===== config.mk =====
export PLATFORM = sky130hd
export DESIGN_NAME = rtmem_arbiter
export DESIGN_NICKNAME = d
export VERILOG_FILES = /design/src/rtl/rtmem_arbiter.sv
export SDC_FILE = /design/constraint.sdc
export NUM_CORES = 1
export LEC_CHECK = 0
export BUFFER_PORTS_ARGS = -buffer_cell sky130_fd_sc_hd__buf_4
export CORE_ASPECT_RATIO = 0.6
export CORE_MARGIN = 8
export CORE_UTILIZATION = 40
export DETAILED_ROUTE_END_ITERATION = 12
export PLACE_DENSITY = 0.82
export SETUP_SLACK_MARGIN = 0.15
export SYNTH_ARGS = -nofsm -noshare
export SYNTH_HDL_FRONTEND = slang
export SYNTH_SLANG_ARGS = --single-unit

===== constraint.sdc =====
create_clock -name clk -period 2.4 [get_ports clk]
set_input_delay 0.36 -clock clk [delete_from_list [all_inputs] [get_ports clk]]
set_output_delay 0.36 -clock clk [all_outputs]
set_load 0.02 [all_outputs]

===== src/rtl/rtmem_arbiter.sv =====
`default_nettype none
// ============================================================================
// Module      : rtmem_arbiter
// Description : Three-way arbiter for the single-port routing-table RAM
//               (neighbour ID, battery, Q-value, cluster ID, sink ID arrays).
//               Requester 0 = Q-table update FSM, 1 = best-hop selector,
//               2 = host/debug reader. One owner at a time; an owner can hold
//               a locked burst of up to MAX_HOLD accesses.
//               Optional macro RTMEM_ARB_RR_EN selects round-robin winner
//               selection instead of fixed priority 0 > 1 > 2.
// Ports       : clk, nrst            - clock, async active-low reset
//               req/lock/wr [2:0]    - per-requester request, burst lock, write
//               addr_bus, wdata_bus  - requester k at [k*AW +: AW] / [k*DW +: DW]
//               gnt, rvalid [2:0]    - registered one-hot grant / read valid
//               rdata                - registered shared read data
//               mem_en/mem_wr/mem_addr/mem_wdata - RAM request (combinational)
//               mem_rdata            - RAM read data
// Revision    : 1.0 - initial release
// ============================================================================
module rtmem_arbiter #(
  parameter int AW       = 16,
  parameter int DW       = 16,
  parameter int MAX_HOLD = 16
) (
  input  logic            clk,
  input  logic            nrst,
  input  logic [2:0]      req,
  input  logic [2:0]      lock,
  input  logic [2:0]      wr,
  input  logic [3*AW-1:0] addr_bus,
  input  logic [3*DW-1:0] wdata_bus,
  output logic [2:0]      gnt,
  output logic [2:0]      rvalid,
  output logic [DW-1:0]   rdata,
  output logic            mem_en,
  output logic            mem_wr,
  output logic [AW-1:0]   mem_addr,
  output logic [DW-1:0]   mem_wdata,
  input  logic [DW-1:0]   mem_rdata
);

  localparam logic [0:0] c_st_idle   = 1'b0;
  localparam logic [0:0] c_st_busy   = 1'b1;
  // Last counter value at which a locked owner may still continue.
  localparam logic [7:0] c_hold_last = 8'(MAX_HOLD - 1);

  logic [0:0]    r_state,  w_state_nxt;
  logic [1:0]    r_owner,  w_owner_nxt;
  logic [7:0]    r_hold,   w_hold_nxt;
  logic [2:0]    r_gnt,    w_gnt_nxt;
  logic [2:0]    r_rvalid, w_rvalid_nxt;
  logic [DW-1:0] r_rdata,  w_rdata_nxt;

  logic          w_own_req;
  logic          w_own_lock;
  logic          w_own_wr;
  logic [AW-1:0] w_own_addr;
  logic [DW-1:0] w_own_wdata;
  logic          w_access;
  logic [1:0]    w_winner;

  function automatic logic [2:0] f_onehot(input logic [1:0] k);
    return 3'(3'b001 << k);
  endfunction

  // First requesting index in the order a, b, c (only meaningful if req != 0).
  function automatic logic [1:0] f_pick(input logic [2:0] r, input logic [1:0] a,
                                        input logic [1:0] b, input logic [1:0] c);
    if (r[a])      return a;
    else if (r[b]) return b;
    else           return c;
  endfunction

  // Owner's request slice; everything from non-owners is ignored.
  always_comb begin
    w_own_req   = 1'b0;
    w_own_lock  = 1'b0;
    w_own_wr    = 1'b0;
    w_own_addr  = '0;
    w_own_wdata = '0;
    case (r_owner)
      2'd0: begin
        w_own_req   = req[0];
        w_own_lock  = lock[0];
        w_own_wr    = wr[0];
        w_own_addr  = addr_bus[0*AW +: AW];
        w_own_wdata = wdata_bus[0*DW +: DW];
      end
      2'd1: begin
        w_own_req   = req[1];
        w_own_lock  = lock[1];
        w_own_wr    = wr[1];
        w_own_addr  = addr_bus[1*AW +: AW];
        w_own_wdata = wdata_bus[1*DW +: DW];
      end
      2'd2: begin
        w_own_req   = req[2];
        w_own_lock  = lock[2];
        w_own_wr    = wr[2];
        w_own_addr  = addr_bus[2*AW +: AW];
        w_own_wdata = wdata_bus[2*DW +: DW];
      end
      default: begin
        w_own_req   = 1'b0;
      end
    endcase
  end

  // The grant bit of the owner is set exactly while BUSY.
  assign w_access = (r_state == c_st_busy) && w_own_req;

`ifdef RTMEM_ARB_RR_EN
  logic [1:0] r_last_owner, w_last_nxt;
  logic [1:0] w_start;

  assign w_start = (r_last_owner == 2'd2) ? 2'd0 : (r_last_owner + 2'd1);

  always_comb begin
    case (w_start)
      2'd0:    w_winner = f_pick(req, 2'd0, 2'd1, 2'd2);
      2'd1:    w_winner = f_pick(req, 2'd1, 2'd2, 2'd0);
      default: w_winner = f_pick(req, 2'd2, 2'd0, 2'd1);
    endcase
  end
`else
  assign w_winner = f_pick(req, 2'd0, 2'd1, 2'd2);
`endif

  // State register (also holds the registered response outputs).
  always_ff @(posedge clk or negedge nrst) begin
    if (!nrst) begin
      r_state  <= c_st_idle;
      r_owner  <= 2'd0;
      r_hold   <= 8'd0;
      r_gnt    <= 3'b000;
      r_rvalid <= 3'b000;
      r_rdata  <= '0;
`ifdef RTMEM_ARB_RR_EN
      // Starting at 2 makes requester 0 the first winner.
      r_last_owner <= 2'd2;
`endif
    end else begin
      r_state  <= w_state_nxt;
      r_owner  <= w_owner_nxt;
      r_hold   <= w_hold_nxt;
      r_gnt    <= w_gnt_nxt;
      r_rvalid <= w_rvalid_nxt;
      r_rdata  <= w_rdata_nxt;
`ifdef RTMEM_ARB_RR_EN
      r_last_owner <= w_last_nxt;
`endif
    end
  end

  // Next-state logic.
  always_comb begin
    w_state_nxt  = r_state;
    w_owner_nxt  = r_owner;
    w_hold_nxt   = r_hold;
    w_gnt_nxt    = r_gnt;
    w_rvalid_nxt = 3'b000;
    w_rdata_nxt  = r_rdata;
`ifdef RTMEM_ARB_RR_EN
    w_last_nxt   = r_last_owner;
`endif
    case (r_state)
      c_st_idle: begin
        if (|req) begin
          w_state_nxt = c_st_busy;
          w_owner_nxt = w_winner;
          w_gnt_nxt   = f_onehot(w_winner);
          w_hold_nxt  = 8'd0;
`ifdef RTMEM_ARB_RR_EN
          w_last_nxt  = w_winner;
`endif
        end else begin
          w_gnt_nxt = 3'b000;
        end
      end
      default: begin
        if (w_own_req && w_own_lock && (r_hold < c_hold_last)) begin
          w_hold_nxt = r_hold + 8'd1;
        end else begin
          // Unlocked access, forced release, or owner gave up the request.
          w_state_nxt = c_st_idle;
          w_gnt_nxt   = 3'b000;
          w_hold_nxt  = 8'd0;
        end
      end
    endcase
    // Read response follows the access by one edge, even after release.
    if (w_access && !w_own_wr) begin
      w_rvalid_nxt = f_onehot(r_owner);
      w_rdata_nxt  = mem_rdata;
    end
  end

  // Output logic: RAM request is driven only during an access cycle.
  always_comb begin
    mem_en    = 1'b0;
    mem_wr    = 1'b0;
    mem_addr  = '0;
    mem_wdata = '0;
    if (w_access) begin
      mem_en    = 1'b1;
      mem_wr    = w_own_wr;
      mem_addr  = w_own_addr;
      mem_wdata = w_own_wdata;
    end
  end

  assign gnt    = r_gnt;
  assign rvalid = r_rvalid;
  assign rdata  = r_rdata;

endmodule
`default_nettype wire


==> metrics.md <==
| Metric | Value |
|---|---|
| CTS buffer count | 5 |
| Kind of critical path | reg2out |
| Post-synth cell types | 34 |
| Register area | 828 µm² |
| TritonCTS Sinks | 33 |
| Register area share after synthesis | 37.1% |
| Crit path max fanout | 28 |
| Maximum Capacitance Violations | 0 |
| Cell Chain, Critical Path | buf_12, mux2_2, o21ai_1, nor2_1, buf_4 |
| Starting Density | 40.8% |
| Clock skew | 0.00781 ns |
| Top achievable clock speed | 465 MHz |
| Worst hold margin | 0.0118 ns |
| CTS tree | done |
| CTS H-tree depth | 2 |
| Via count | 2417 |
| Total congestion overflow | 0 |
| Final GP Congestion | 0.855 |
| Fill cells | 449 |
| Fin. Hold Viols | 0 |
| Crit path from | r_owner[1]$_DFFE_PN0P_ |
| Primary FF master, synth | dfrtp_1 |
| Startpoint types | flip-flop |
| Outcome | completed |
| Die Wd | 112 µm |
| Lkg Pwr | 1.96 nW |
| CTS clock-pin slew for the worst setup and hold paths | 0.07 ns |
| Via/cell ratio | 4.92 |
| Least-Margin Pin Slew | 0.425 ns |
| Cell area power density | 1110 nW/µm² |
| Layout area overhead | 68.0% |
| Post-Syn Nets | 372 |
| All-layer global routing usage | 18.5% |
| Antenna Nets Post-Route | 0 |
| Worst skew pair latency | 0.28 ns |
| Total core area | 5470 µm² |
| Number of global-route vias before repair | 2534 |
| I/O pin count | 179 |
| Largest stage delay, worst path | 0.41 ns |
| PortBufs | 178 |
| Post-CTS Setup Repair Bufs | 0 |
| Avg Cell Area, Syn | 8.98 µm² |
| Pins Over Slew Limit | 0 |
| WP data arrival | 1.79 ns |
| Global-route wire length before repair | 12200 µm |
| Final worst setup slack | 0.248 ns |
| Die Footprint | 8290 µm² |
| Yosys Warn Count | 0 |
| Final net count | 545 |
| Place WS | 0.471 ns |
| Setup crit end kind | primary output |
| Post-route DRC | 0 |
| Mapped Cells | 248 |
| HP Class | in2async |
| RSZ-0062 raised after global routing | false |
| Clock Tree Root | clkbuf_8 |
| Routed wire length | 8360 µm |
| Period utilization | 89.7% |
| Drt pass-1 iters | 4 |
| DP HPWL | 6690 µm |
| Layout cells sized above 1 | 51.2% |
| Ys async rst share | 100% |
| Antenna cells | 0 |
| Clk buf depth | 2 |
| Initial antenna violation count | 0 |
| Post-synth EDFFs | 0 |
| Max VDD drop | 477 µV |
| Wire per inst | 17.0 µm |
| Synthesized cell area | 2230 µm² |
| Largest net degree at the start of global routing | 44 |
| Setup total negative slack | 0 ns |
| Slew HR | 71.7% |
| Area of the multi-input gates | 1290 µm² |
| R2r startpoint | r_owner[1]$_DFFE_PN0P_ |
| Flops & latches, synth | 33 |
| Post-layout min period | 2.15 ns |
| Worst path required time | 2.04 ns |
| Slowest stage cell, crit path | dfrtp_2 |
| Row count | 21 |
| Iteration-0 DRC count of the detailed router | 154 |
| Die height | 73.8 µm |
| Final setup fails | 0 |
==> path summary, 6_finish.rpt <==
check / end / slack (ns) / cells after the start
max reg2reg: rdata[15]$_DFFE_PN0N_ / 0.47 / 5
max: mem_wr / 0.25 / 5
max in group asynchronous: r_owner[1]$_DFFE_PN0P_ / 2.06 / 1
min: rdata[6]$_DFFE_PN0N_ / 0.01 / 1
min reg2reg: r_hold[4]$_DFFE_PN0P_ / 0.49 / 1
min in group clk: rvalid[0]$_DFF_PN0_ / 0.25 / 2
==> synth_stat cells (all sizes together) (2+ instances only) <==
cell	instances	area, µm²
a22o	4	35.0
nor2b	2	12.5
dfrtp	33	826
inv	3	11.3
nor4	3	18.8
nand2	3	18.8
and2	4	25.0
nor2	69	259
nand4b	2	17.5
o21ai	4	20.0
mux2	18	240
nand2b	3	26.3
nor3	2	10.0
buf	9	58.8
a21oi	34	170
clkbuf	10	37.5
mux2i	35	350
==> cells in the final DEF, fill, tap and decap left out <==
| master | Yosys | routed |
|---|---|---|
| nor3_1 | 2 | 2 |
| o21bai_1 | 1 | 1 |
| nand2b_1 | 2 | 2 |
| o22a_1 | 1 | 1 |
| nand2b_4 | 1 | 1 |
| mux2_4 | 10 | 10 |
| clkinv_4 | 1 | 1 |
| buf_4 | 1 | 182 |
| nor2b_1 | 2 | 2 |
| a21o_1 | 1 | 1 |
| o21a_1 | 1 | 1 |
| dfrtp_1 | 33 | 31 |
| inv_1 | 3 | 3 |
| nor4b_1 | 1 | 1 |
| buf_12 | 0 | 1 |
| o21ai_0 | 3 | 3 |
| a21oi_1 | 34 | 34 |
| o21ai_1 | 1 | 1 |
| clkbuf_8 | 0 | 6 |
| nand2b_2 | 0 | 1 |
| mux2_2 | 8 | 8 |
| a31oi_2 | 1 | 1 |
| and2_1 | 4 | 4 |
| nand2_4 | 1 | 1 |
| nand2_1 | 2 | 2 |
| dfrtp_2 | 0 | 2 |
| nand3b_1 | 1 | 1 |
| nand4b_1 | 2 | 2 |
| ha_1 | 1 | 1 |
| mux2i_1 | 35 | 35 |
| bufinv_16 | 0 | 1 |
| nor4_1 | 3 | 3 |
| clkbuf_1 | 10 | 1 |
| nor2_1 | 69 | 69 |
| a22o_1 | 4 | 4 |
| o31a_1 | 1 | 1 |
| buf_6 | 2 | 1 |
==> repair_timing <==
| item | 4_1_cts | 5_1_grt |
|---|---|---|
| hold buffers | 0 | 0 |
| setup endpoints to repair | 0 | 20 |
| resized for setup | 0 | 2 |
==> power by group <==
group	switching, mW	total [mW]	internal (mW)
Sequential	0.164	0.916	0.752
Combinational	1.44	2.68	1.25
Clock	0.203	0.542	0.339
==> layer usage <==
layer	share of wire [%]	GRT usage [%]	up-vias	wire length, µm
met3	9.0	7.63	6	756
met4	0.55	4.01	0	46
met2	50	31.5	101	4170
li1	-	-	1201	-
met1	41	21.5	1109	3390
met5	0	0	-	0
==> metrics by stage <==
stage | cells | utilization (%) | power (mW) | instance area, µm²
final | 491 | 68.5 | 4.14 | 3740
after global routing | 491 | 68.5 | 4.43 | 3740
after CTS | 490 | 68.2 | 4.14 | 3730
after detailed placement | 482 | 66.1 | 3.59 | 3610
after global placement | 482 | 66.1 | 3.54 | 3610
after floorplan | 248 | - | 2.62 | 2230
==> state kept, by name (all words and copies together), names as in the netlist <==
name and count:
r_owner 2, rdata 16, r_state 1, rvalid 3
gnt 3, r_hold 8
==> layout make-up <==
| cell class | instances | area share (%) |
|---|---|---|
| Timing Repair Buffer | 184 | 37.3 |
| Inverter | 4 | 0.535 |
| Multi-Input combinational cell | 193 | 34.6 |
| Sequential cell | 33 | 22.1 |
| Tap cell | 69 | 2.31 |
| Clock inverter | 1 | 0.802 |
| Clock buffer | 7 | 2.31 |
==> cell families after synthesis <==
| logic type | share of synthesized area, % |
|---|---|
| AO/OA/AOI/OAI | 12.5 |
| AND/OR/NAND/NOR | 18.1 |
| flip-flops | 37.1 |
| buffers and inverters | 5.22 |
| adder cells (fa/ha/maj) | 0.562 |
| multiplexers | 26.5 |
==> critical path, delay by kind of cell, from the launching register on <==
family / cells / cell delay, ns
muxes: 1 / 0.35
DFF: 1 / 0.41
AOI/OAI and AO/OA: 1 / 0.24
buffers and inverters: 2 / 0.39
and+or+nand+nor: 1 / 0.10
Power figures use the tool's default switching activity.
